<file path="config.mk">
export PLATFORM = sky130hd
export DESIGN_NAME = multicycle_ctrl
export DESIGN_NICKNAME = d
export VERILOG_FILES = /design/src/rtl/cpu_ctrl_pkg.sv /design/src/rtl/instr_class_decode.sv /design/src/rtl/multicycle_ctrl.sv
export SDC_FILE = /design/constraint.sdc
export NUM_CORES = 1
export LEC_CHECK = 0
export ABC_AREA = 1
export BUFFER_PORTS_ARGS = -buffer_cell sky130_fd_sc_hd__buf_2
export CAP_MARGIN = 20
export CORE_MARGIN = 2
export CORE_UTILIZATION = 45
export DETAILED_ROUTE_END_ITERATION = 8
export GPL_TIMING_DRIVEN = 0
export PLACE_DENSITY = 0.71
export SLEW_MARGIN = 5
export SYNTH_ARGS = -nofsm -noshare
export SYNTH_HDL_FRONTEND = slang
export SYNTH_SLANG_ARGS = --single-unit
</file>
<file path="constraint.sdc">
create_clock -name clk -period 1.5 [get_ports clk]
set_clock_uncertainty 0.05 [all_clocks]
set_input_delay 0.075 -clock clk [delete_from_list [all_inputs] [get_ports clk]]
set_output_delay 0.075 -clock clk [all_outputs]
set_load 0.05 [all_outputs]
</file>
<file path="src/rtl/cpu_ctrl_pkg.sv">
// Shared types and encodings for the multi-cycle MIPS-subset controller.
package cpu_ctrl_pkg;

  typedef enum logic [2:0] {
    ST_RST = 3'd0,
    ST_IF  = 3'd1,
    ST_ID  = 3'd2,
    ST_EX  = 3'd3,
    ST_WB  = 3'd4,
    ST_ERR = 3'd5
  } state_e;

  localparam logic [5:0] OP_RTYPE = 6'b000000;
  localparam logic [5:0] OP_BEQ   = 6'b000100;
  localparam logic [5:0] OP_BNE   = 6'b000101;
  localparam logic [5:0] OP_J     = 6'b000010;
  localparam logic [5:0] OP_JAL   = 6'b000011;
  localparam logic [5:0] OP_ADDI  = 6'b001000;
  localparam logic [5:0] FUNC_JR  = 6'b001000;

  localparam logic [1:0] PCS_PC4 = 2'b00;
  localparam logic [1:0] PCS_RS  = 2'b01;
  localparam logic [1:0] PCS_BR  = 2'b10;
  localparam logic [1:0] PCS_JMP = 2'b11;

  localparam logic [2:0] ALU_ADD = 3'b000;
  localparam logic [2:0] ALU_SUB = 3'b001;

  localparam logic [1:0] WRS_RD = 2'b00;
  localparam logic [1:0] WRS_RT = 2'b01;
  localparam logic [1:0] WRS_RA = 2'b11;

  // {wr_data_s1, wr_data_s0}
  localparam logic [1:0] WD_ALU = 2'b00;
  localparam logic [1:0] WD_PC4 = 2'b10;

  // Exactly one field is set for any op/func combination.
  typedef struct packed {
    logic jmp;
    logic jr;
    logic jal;
    logic br_eq;
    logic br_ne;
    logic addi;
    logic illegal;
  } instr_class_t;

endpackage

</file>
<file path="src/rtl/instr_class_decode.sv">
// Combinational op/func to one-hot instruction class map.
module instr_class_decode
  import cpu_ctrl_pkg::*;
(
  input  logic [5:0]   op_i,
  input  logic [5:0]   func_i,
  output instr_class_t cls_o
);

  always_comb begin
    cls_o = '0;
    case (op_i)
      OP_J:     cls_o.jmp   = 1'b1;
      OP_JAL:   cls_o.jal   = 1'b1;
      OP_BEQ:   cls_o.br_eq = 1'b1;
      OP_BNE:   cls_o.br_ne = 1'b1;
      OP_ADDI:  cls_o.addi  = 1'b1;
      OP_RTYPE: begin
        if (func_i == FUNC_JR) cls_o.jr      = 1'b1;
        else                   cls_o.illegal = 1'b1;
      end
      default:  cls_o.illegal = 1'b1;
    endcase
  end

endmodule

</file>
<file path="src/rtl/multicycle_ctrl.sv">
// Registered multi-cycle control FSM (IF/ID/EX/WB) with retired-instruction counter.
module multicycle_ctrl
  import cpu_ctrl_pkg::*;
#(
  parameter int CNT_W = 32
) (
  input  logic             clk,
  input  logic             rst_n,
  input  logic [5:0]       op,
  input  logic [5:0]       func,
  input  logic             Zero,
  input  logic             imem_ready,
  output logic             imem_req,
  output logic             IR_Write,
  output logic             PC_Write,
  output logic [1:0]       PC_s,
  output logic [2:0]       ALU_OP,
  output logic             imm_s,
  output logic [1:0]       w_r_s,
  output logic             wr_data_s1,
  output logic             wr_data_s0,
  output logic             Write_Reg,
  output logic             Mem_Write,
  output logic             instr_done,
  output logic             illegal,
  output logic [CNT_W-1:0] instret,
  output state_e           state_o
);

  state_e           state_q, state_d;
  logic [CNT_W-1:0] instret_q;
  logic [1:0]       wd_sel;
  instr_class_t     cls;

  instr_class_decode u_dec (
    .op_i   (op),
    .func_i (func),
    .cls_o  (cls)
  );

  always_ff @(posedge clk or negedge rst_n) begin
    if (!rst_n) begin
      state_q   <= ST_RST;
      instret_q <= '0;
    end else begin
      state_q <= state_d;
      if (instr_done) instret_q <= instret_q + {{(CNT_W-1){1'b0}}, 1'b1};
    end
  end

  // Fetch handshake: imem_req stays high in IF until imem_ready; the IF cycle
  // that sees both high loads IR on its closing edge. imem_ready is ignored
  // in every other state.
  always_comb begin
    state_d    = state_q;
    imem_req   = 1'b0;
    IR_Write   = 1'b0;
    PC_Write   = 1'b0;
    PC_s       = PCS_PC4;
    ALU_OP     = ALU_ADD;
    imm_s      = 1'b0;
    w_r_s      = WRS_RD;
    wd_sel     = WD_ALU;
    Write_Reg  = 1'b0;
    instr_done = 1'b0;
    illegal    = 1'b0;
    case (state_q)
      ST_RST: state_d = ST_IF;
      ST_IF: begin
        imem_req = 1'b1;
        if (imem_ready) begin
          IR_Write = 1'b1;
          state_d  = ST_ID;
        end
      end
      ST_ID: begin
        if (cls.jmp || cls.jr || cls.jal) begin
          PC_Write   = 1'b1;
          PC_s       = cls.jr ? PCS_RS : PCS_JMP;
          instr_done = 1'b1;
          state_d    = ST_IF;
          // $31 captures PC+4 on the same edge that the PC moves to the target.
          if (cls.jal) begin
            Write_Reg = 1'b1;
            w_r_s     = WRS_RA;
            wd_sel    = WD_PC4;
          end
        end else if (cls.br_eq || cls.br_ne || cls.addi) begin
          state_d = ST_EX;
        end else begin
          state_d = ST_ERR;
        end
      end
      ST_EX: begin
        if (cls.br_eq || cls.br_ne) begin
          ALU_OP     = ALU_SUB;
          PC_Write   = 1'b1;
          PC_s       = ((cls.br_eq && Zero) || (cls.br_ne && !Zero)) ? PCS_BR : PCS_PC4;
          instr_done = 1'b1;
          state_d    = ST_IF;
        end else if (cls.addi) begin
          imm_s   = 1'b1;
          state_d = ST_WB;
        end else begin
          state_d = ST_ERR;
        end
      end
      ST_WB: begin
        Write_Reg  = 1'b1;
        w_r_s      = WRS_RT;
        wd_sel     = WD_ALU;
        PC_Write   = 1'b1;
        PC_s       = PCS_PC4;
        instr_done = 1'b1;
        state_d    = ST_IF;
      end
      ST_ERR: illegal = 1'b1;
      default: state_d = ST_ERR;
    endcase
  end

  assign {wr_data_s1, wr_data_s0} = wd_sel;
  assign Mem_Write = 1'b0;
  assign instret   = instret_q;
  assign state_o   = state_q;

endmodule

</file>
==> results of run 1 <==
==> worst max-delay path: stages, from the launching register on <==
cell	delay [ps]
dfrtp_2	490
nor3_4	300
nand3_4	160
nand2_4	100
buf_12	100
buf_12	80
buf_12	120
==> kinds of logic after synthesis <==
group | after synthesis | share of synthesized area (%)
simple gates | 303 | 49.4
buf+inv | 61 | 10.6
flops | 35 | 33.1
xor+xnor | 14 | 4.63
compound gates | 7 | 1.65
fa+ha+maj | 1 | 0.472
other cells | 1 | 0.142
==> registers in the layout, indices dropped and copies added, names as in the netlist <==
| register | count |
|---|---|
| instret | 32 |
| state_o | 3 |
==> per-layer routing <==
layer	global-route usage, %	share of wire [%]
met5	0	0
met4	8.31	2.2
met3	3.78	6.9
met2	44.1	50
met1	32.9	41
==> report_power, final <==
group          switching [mW]  internal [mW]  total [mW]  leakage, nW
Combinational            1.27          0.763        2.03         1.38
Sequential              0.164           1.04        1.21        0.469
Clock                   0.342          0.330       0.673       0.0395
Total                    1.78           2.14        3.91         1.88
==> worst max path at each step <==
stage | start | end | slack, ps | cells past startpoint
final | state_o[0] | instr_done | -270 | 6
after global routing | state_o[0] | PC_s[1] | -350 | 6
after detailed placement | state_o[0] | instr_done | -290 | 6
after floorplan | state_o[2] | instr_done | -210 | 7
after global placement | state_o[0] | instr_done | -280 | 6
after CTS | state_o[1] | instr_done | -250 | 7
==> synth_stat cells, types with 2 or more instances <==
library cell,count
buf_2,6
buf_4,6
buf_6,3
dfrtp_1,35
inv_1,41
inv_2,4
nand2_1,176
nand2_2,3
nand2_4,3
nand3_1,50
nand3_2,2
nor2_1,52
nor2_2,9
nor2_4,3
o21ai_0,3
o22ai_1,2
xnor2_1,5
xor2_1,9
==> through the flow <==
step | instance area, sq um | std cells | setup TNS [ps] | total power, mW | setup slack [ps]
4_1_cts | 3570 | 587 | -5290 | 3.78 | -252
2_1_floorplan | 2780 | 425 | -5620 | 2.39 | -212
3_5_place_dp | 3190 | 560 | -3130 | 2.73 | -288
3_3_place_gp | 3190 | 560 | -2700 | 2.71 | -280
5_1_grt | 3680 | 592 | -10370 | 4.11 | -352
6_report | 3680 | 592 | -6990 | 3.91 | -271
==> final cells by class <==
type                       instances  area, sq um  share of cell area (%)
buffer                            15          163                    4.42
clock buffer                       8         80.1                    2.17
inverter                          46          180                    4.89
multi-input combinational        329         1630                    44.3
sequential                        35          886                    24.1
tap                               72         90.1                    2.45
timing repair buffer              87          651                    17.7
==> what timing repair did <==
item	4_1_cts	5_1_grt
endpoints found under the hold margin	36	0
cloned	1	1
pin swaps	8	6
setup endpoints to repair	42	45
hold buffers	2	0
gates resized for setup	46	17
setup buffers	16	6
==> results.cfg, run 1 <==
[power]
ir_worst_vdd_mv = 0.843
pwr_density_cell_nw_per_um2 = 1060
power.static_leakage_nw = 1.88

[sta]
fin_crit_sh_pct = 118
timing.hold.ws_ps = 150
fin_crit_ps = 1770
slew-limit-headroom_pct = 48.1
tightest_slew_ps = 779
finalSetupViolCount = 43
fmax_mhz = 565
worst_slack_ps = -271
rsz0062_at_grt = true
drv_slew = 0
final_hold_viol_count = 0

[hold_path]
min-delay-start = op[2]
holdPathEnd = state_o[2]
holdCritPathClass = primary input to flop
hold_path_depth = 5

[logic_synthesis]
async_flop_share_pct = 100
yosys_warnings = 0
synth_top_area_share_pct = 33.1
synth_top_area_cell = dfrtp_1
ys_ff_latch = 35
synth_cell_types = 28
synth_seq_area_share_pct = 33.1
synthCells = 422
ys.flop_type = dfrtp_1
synth-edff-count = 0
synth_area_leaders = dfrtp_1 33%, nand2_1 25%, nand3_1 9.4%
synth_area_sq_um = 2650
postSynthAreaPerCell_sq_um = 6.28

[setup_path]
critPathCaptureType = output pin
cp.arrival_ps = 1650
r2r-end = instret[0]
worstSetupPathType = flop to output pin
critical_path.startpoint_type = flop
r2r-start = state_o[0]
r2r_cells = 7
crit_fanout = 5
r2r_setup_slack_ps = -190
critical_path_required_ps = 1370

[floorplan]
rows = 27
die_area_sq_um = 6520
die_w_microns = 80.7
ioPinCount = 68
design.core.area_sq_um = 5610
start_util_pct = 47.3
die_h_microns = 80.7

[clock_tree]
tritoncts = done
clock-sinks = 35
htreeDepth = 2
clk_pin_slew_ps = 70
cts_buffer_depth = 2
cts_buffers = 5
cts_root_buf = clkbuf_8
clk_latency_ps = 290

[drt]
drt-total-wl_microns = 8000
via_per_inst = 5.07
drc = 0
dr.first_iter.drc_count = 216
dr_total_vias = 3002
ant_nets = 0
drtPass1Iterations = 7
routedWlPerCell_microns = 13.5

[global_route]
grt_max_degree = 36
grt_pass1_wl_microns = 12900
grt_pass1_vias = 2753
grt-ovfl-total = 0
grtUsageTotal_pct = 25.5
antenna_found_initial = 0

[finish]
antenna_cells = 0
area_growth_pct = 39.0
drive_gt1_share_pct = 30.2
fillCellCount = 526
final_util_pct = 65.7
final_cell_mix = 175 x nand2_1, 52 x buf_2, 48 x nand3_1
nNetsFinal = 536
final_common_cell = nand2_1

[job]
cap_violations = 0

[place]
numPortBuffers = 63
dp_hpwl_microns = 5490
gp_congestion = 0.858

[outcome]
violations = setup timing
status = finished, violations left
Power figures use the tool's default switching activity.
==> run 2, diff against run 1 <==
--- a/config.mk
+++ b/config.mk
@@ -8,7 +8,6 @@
 export ABC_AREA = 1
 export BUFFER_PORTS_ARGS = -buffer_cell sky130_fd_sc_hd__buf_2
 export CAP_MARGIN = 20
-export CORE_MARGIN = 2
 export CORE_UTILIZATION = 45
 export DETAILED_ROUTE_END_ITERATION = 8
 export GPL_TIMING_DRIVEN = 0
==> results.cfg, run 2 (synthesis results as in run 1) <==
[sta]
rsz0062_at_grt = true
fmax_mhz = 562
tightest_slew_ps = 796
drv_slew = 0
finalSetupViolCount = 43
worst_slack_ps = -280
final_hold_viol_count = 0
fin_crit_ps = 1780
fin_crit_sh_pct = 119
slew-limit-headroom_pct = 46.9

[setup_path]
r2r-start = state_o[0]
critPathTopFamily = simple AND/OR/NAND/NOR gates
r2r_cells = 7
worstSetupPathType = flop to output pin
max_stage_delay_ps = 480
r2r_setup_slack_ps = -220
crit_fanout = 6
r2r-end = instret[21]
cpMostUsedCell = buf_12
critical_path_required_ps = 1370
critPathBufInv = 3
path_cells = nor3_4 > nand3_4 > nand2_4 > buf_12 > buf_12 > buf_12
cp_num_cells = 6
critPathSlowestCell = dfrtp_2
cp.arrival_ps = 1660
critPathCaptureType = output pin
critical_path.startpoint_type = flop

[drt]
dr.first_iter.drc_count = 170
dr_total_vias = 2943
drtPass1Iterations = 5
drc = 0
via_per_inst = 4.96
ant_nets = 0
routedWlPerCell_microns = 13.5
drt-total-wl_microns = 7980

[outcome]
violations = setup timing
status = finished, violations left

[power]
p_sw_mw = 1.84
p_clk_share_pct = 16.8
power.static_leakage_nw = 1.92
p_int_mw = 2.26
seq_power_share_pct = 29.4
combPwrFrac_pct = 53.8
total_power_mw = 4.09
ir_worst_vdd_mv = 1.10
p_sw_share_pct = 44.9
pwr_density_cell_nw_per_um2 = 1090

[floorplan]
start_util_pct = 47.3
die_area_sq_um = 6200
ioPinCount = 68
die_h_microns = 78.7
rows = 27
design.core.area_sq_um = 5610
die_w_microns = 78.7

[finish]
antenna_cells = 0
final_cell_mix = 174 x nand2_1, 52 x buf_2, 50 x nand3_1
largest_reg_flops = 32
final_common_cell = nand2_1
area_growth_pct = 41.5
nNetsFinal = 537
drive_gt1_share_pct = 30.5

[clock_tree]
htreeDepth = 2
cts_root_buf = clkbuf_8
tritoncts = done
clock-sinks = 35
clk_pin_slew_ps = 70
cts_buffer_depth = 2
cts_buffers = 5
clk_latency_ps = 300

[global_route]
grt_pass1_vias = 2706
grt_pass1_wl_microns = 12600
grt-ovfl-total = 0
grt_max_degree = 36
grtUsageTotal_pct = 26.5
antenna_found_initial = 0

[hold_path]
min-delay-start = op[4]
holdPathEnd = state_o[2]
hold_path_depth = 5
holdCritPathClass = primary input to flop

[place]
preCtsSetupSlack_ps = -286
gp_congestion = 0.890
dp_hpwl_microns = 5470
numPortBuffers = 63

[job]
cap_violations = 0
[run 2: worst max path at each step]
| stage | startpoint | endpoint | slack (ps) |
|---|---|---|---|
| floorplan | state_o[2] | instr_done | -210 |
| global placement | state_o[0] | instr_done | -280 |
| detailed placement | state_o[0] | instr_done | -290 |
| CTS | state_o[1] | instr_done | -260 |
| global route | state_o[0] | instr_done | -340 |
| finish | state_o[0] | instr_done | -280 |
[run 2: tightest hold or removal path, delay by kind of cell]
family                 cells  cell delay (ps)
and+or+nand+nor            3              250
buffers and inverters      1               80
AOI/OAI and AO/OA          1              110
[run 2: power by group through the flow]
| stage | clock network (mW) | registers, mW | logic [mW] |
|---|---|---|---|
| after floorplan | 0 | 1.48 | 0.907 |
| after global placement | 0 | 1.21 | 1.49 |
| after detailed placement | 0 | 1.22 | 1.52 |
| after CTS | 0.698 | 1.20 | 1.89 |
| after global routing | 0.738 | 1.22 | 2.33 |
| final | 0.688 | 1.20 | 2.20 |
[run 2: area by class of cell]
| cell class | count | area, sq um |
|---|---|---|
| clock buffers | 7 | 76.3 |
| clock inverters | 1 | 5.00 |
| inverters | 46 | 183 |
| flip-flops and latches | 35 | 886 |
| fillers | 515 | 1860 |
| well taps | 72 | 90.1 |
| plain buffers | 15 | 170 |
| multi-input cells | 329 | 1630 |
| repair buffers | 88 | 714 |
[run 2: what timing repair did]
item                                    CTS  global route
gates resized for setup                  40            25
hold endpoints to repair                 36             0
endpoints found under the setup margin   42            45
buffers inserted                         15             6
pin swaps                                 8             3
hold buffers                              2             0
cloned                                    0             3
[run 2: routing by layer]
metal / vias to the layer above / track usage (%) / part of all wire, %
met3: 15 / 4.25 / 5.8
met5: - / 0 / 0
met1: 1340 / 33.3 / 42
met2: 110 / 44.6 / 50
li1: 1478 / - / -
met4: 0 / 11.9 / 2.4
[run 2: stage by stage]
stage / util (%) / hold slack, ps / instance area (sq um) / instances / setup TNS, ps
final: 66.9 / 213 / 3750 / 593 / -7110
after global routing: 66.9 / 260 / 3750 / 593 / -9720
after CTS: 63.3 / 137 / 3550 / 584 / -3300
after detailed placement: 56.8 / 162 / 3190 / 560 / -3220
after global placement: 56.8 / 156 / 3190 / 560 / -2790
after floorplan: - / -271 / 2780 / 425 / -5620
==> run 3, diff against run 2 <==
--- a/config.mk
+++ b/config.mk
@@ -5,13 +5,12 @@
 export SDC_FILE = /design/constraint.sdc
 export NUM_CORES = 1
 export LEC_CHECK = 0
-export ABC_AREA = 1
 export BUFFER_PORTS_ARGS = -buffer_cell sky130_fd_sc_hd__buf_2
 export CAP_MARGIN = 20
 export CORE_UTILIZATION = 45
 export DETAILED_ROUTE_END_ITERATION = 8
 export GPL_TIMING_DRIVEN = 0
-export PLACE_DENSITY = 0.71
+export PLACE_DENSITY = 0.75
 export SLEW_MARGIN = 5
 export SYNTH_ARGS = -nofsm -noshare
 export SYNTH_HDL_FRONTEND = slang
==> results.cfg, run 3 <==
[logic_synthesis]
synth_compound_area_share_pct = 2.78
synth_top_area_cell = dfrtp_1
synth_cell_types = 46
synth_seq_area_share_pct = 45.2
yosys_warnings = 0
synth-edff-count = 0
muxShareOfSynthArea_pct = 0.516
synth_top_family_by_area = simple AND/OR/NAND/NOR gates
synthAdderAreaFrac_pct = 0.646
synth_area_leaders = dfrtp_1 45%, xor2_1 8.1%, xnor2_1 6.3%
synth_top_area_share_pct = 45.2
synthSimpleGateAreaFrac_pct = 30.9
ys.flop_type = dfrtp_1
synthCells = 186
async_flop_share_pct = 100
ys_ff_latch = 35
synthXorXnorAreaFrac_pct = 14.5
synth_most_common_cell = dfrtp_1
postSynthAreaPerCell_sq_um = 10.4
synth_area_sq_um = 1940
synth_common_cells = 35 x dfrtp_1, 19 x nand2_1, 18 x xor2_1

[clock_tree]
cts_buffer_depth = 2
clock-sinks = 35
cts_root_buf = clkbuf_8
htreeDepth = 2
clk_pin_slew_ps = 70
clk_latency_ps = 300
tritoncts = done
cts_buffers = 5

[hold_path]
min-delay-start = imem_ready
holdCritPathClass = primary input to flop

[drt]
drt-total-wl_microns = 5600
dr.first_iter.drc_count = 84
routedWlPerCell_microns = 16.2
drc = 0
ant_nets = 0
via_per_inst = 5.42
dr_total_vias = 1870
drtPass1Iterations = 4

[global_route]
grtUsageTotal_pct = 24.1
grt_max_degree = 36
antenna_found_initial = 0
grt_pass1_wl_microns = 8050
grt_pass1_vias = 1681
grt-ovfl-total = 0

[sta]
finalSetupViolCount = 42
tightest_slew_ps = 792
slew-limit-headroom_pct = 47.2
fmax_mhz = 533
worst_slack_ps = -375
final_hold_viol_count = 0
drv_slew = 0
fin_crit_sh_pct = 125
fin_crit_ps = 1880
timing.hold.ws_ps = 28.1
rsz0062_at_grt = true

[floorplan]
die_w_microns = 67.6
rows = 23
start_util_pct = 47.8
die_area_sq_um = 4570
design.core.area_sq_um = 4060
die_h_microns = 67.6
ioPinCount = 68

[job]
cap_violations = 0

[setup_path]
critical_path_required_ps = 1370
cp-endpoint = w_r_s[0]
r2r-end = instret[24]
critPathSlowestCell = dfrtp_2
path_cells = nor3b_4 > and2_4 > and3_4 > nand2b_4 > buf_6 > buf_8
critPathCaptureType = output pin
startpoint = state_o[2]
critPathBufInv = 2
crit_fanout = 7
r2r_setup_slack_ps = -350
r2r_cells = 7
cp.arrival_ps = 1750
critPathTopFamily = simple AND/OR/NAND/NOR gates
cp_num_cells = 6
max_stage_delay_ps = 460
critical_path.startpoint_type = flop
r2r-start = state_o[2]
worstSetupPathType = flop to output pin

[power]
pwr_density_cell_nw_per_um2 = 1150
ir_worst_vdd_mv = 1.12
total_power_mw = 3.69
power.static_leakage_nw = 1.44

[finish]
fin_area_sq_um = 3210
largest_reg_flops = 32
final_common_cell = buf_2
drive_gt1_share_pct = 67.5
final_cell_mix = 50 x buf_2, 43 x buf_4, 24 x dfrtp_2
antenna_cells = 0
nNetsFinal = 311
area_growth_pct = 65.8

[outcome]
status = finished, violations left
violations = setup timing

[place]
gp_congestion = 0.802
dp_hpwl_microns = 3140
numPortBuffers = 63
place_area_sq_um = 2510
[run 3: layout make-up]
type / instances / area (sq um)
plain buffers: 10 / 129
inverters: 3 / 16.3
flip-flops and latches: 35 / 906
clock inverters: 1 / 7.51
repair buffers: 100 / 694
clock buffers: 7 / 96.3
well taps: 50 / 62.6
fillers: 233 / 845
multi-input cells: 139 / 1300
[run 3: per-stage QoR]
step / utilization (%) / cells / setup TNS (ps) / worst slack, ps
2_1_floorplan: - / 189 / -14590 / -454
3_3_place_gp: 61.9 / 302 / -10070 / -428
3_5_place_dp: 61.9 / 302 / -10670 / -475
4_1_cts: 71.8 / 324 / -9640 / -338
5_1_grt: 79.2 / 345 / -13530 / -428
6_report: 79.2 / 345 / -10290 / -375
[run 3: worst register-to-register path, delay by kind of cell, from the launching register on]
| family | cells | cell delay [ps] |
|---|---|---|
| compound gates | 1 | 260 |
| xor+xnor | 1 | 170 |
| buf+inv | 2 | 320 |
| flops | 1 | 460 |
| simple gates | 3 | 510 |
[run 3: what timing repair did]
action | CTS | global route
endpoints found under the hold margin | 35 | 0
gates resized for setup | 47 | 27
endpoints found under the setup margin | 44 | 45
buffers inserted | 15 | 23
pin swaps | 22 | 21
hold buffers | 1 | 0
[run 3: where the power goes]
part           internal, mW  switching, mW  total [mW]
Clock                 0.418          0.359       0.777
Combinational         0.655           1.09        1.74
Sequential             1.04          0.137        1.17
[run 3: cells by family after synthesis]
| logic type | after synthesis |
|---|---|
| muxes | 1 |
| adders and majority gates | 1 |
| and+or+nand+nor | 94 |
| other | 1 |
| AOI/OAI and AO/OA | 7 |
| xor gates and xnor gates | 32 |
| buffers and inverters | 15 |
| DFF | 35 |
[run 3: worst min-delay path by stage]
| stage | to | depth (start not counted) |
|---|---|---|
| 6_report | state_o[0] | 4 |
| 4_1_cts | state_o[0] | 4 |
| 3_5_place_dp | instret[31] | 1 |
| 5_1_grt | state_o[0] | 4 |
| 2_1_floorplan | instret[0] | 0 |
| 3_3_place_gp | instret[0] | 1 |
[run 3: metal layers]
layer	up-vias	part of all wire (%)	global-route usage, %
met3	20	5.3	5.74
met1	912	39	28.1
li1	865	-	-
met2	73	51	42.1
met4	0	4.3	9.04
met5	-	0	0
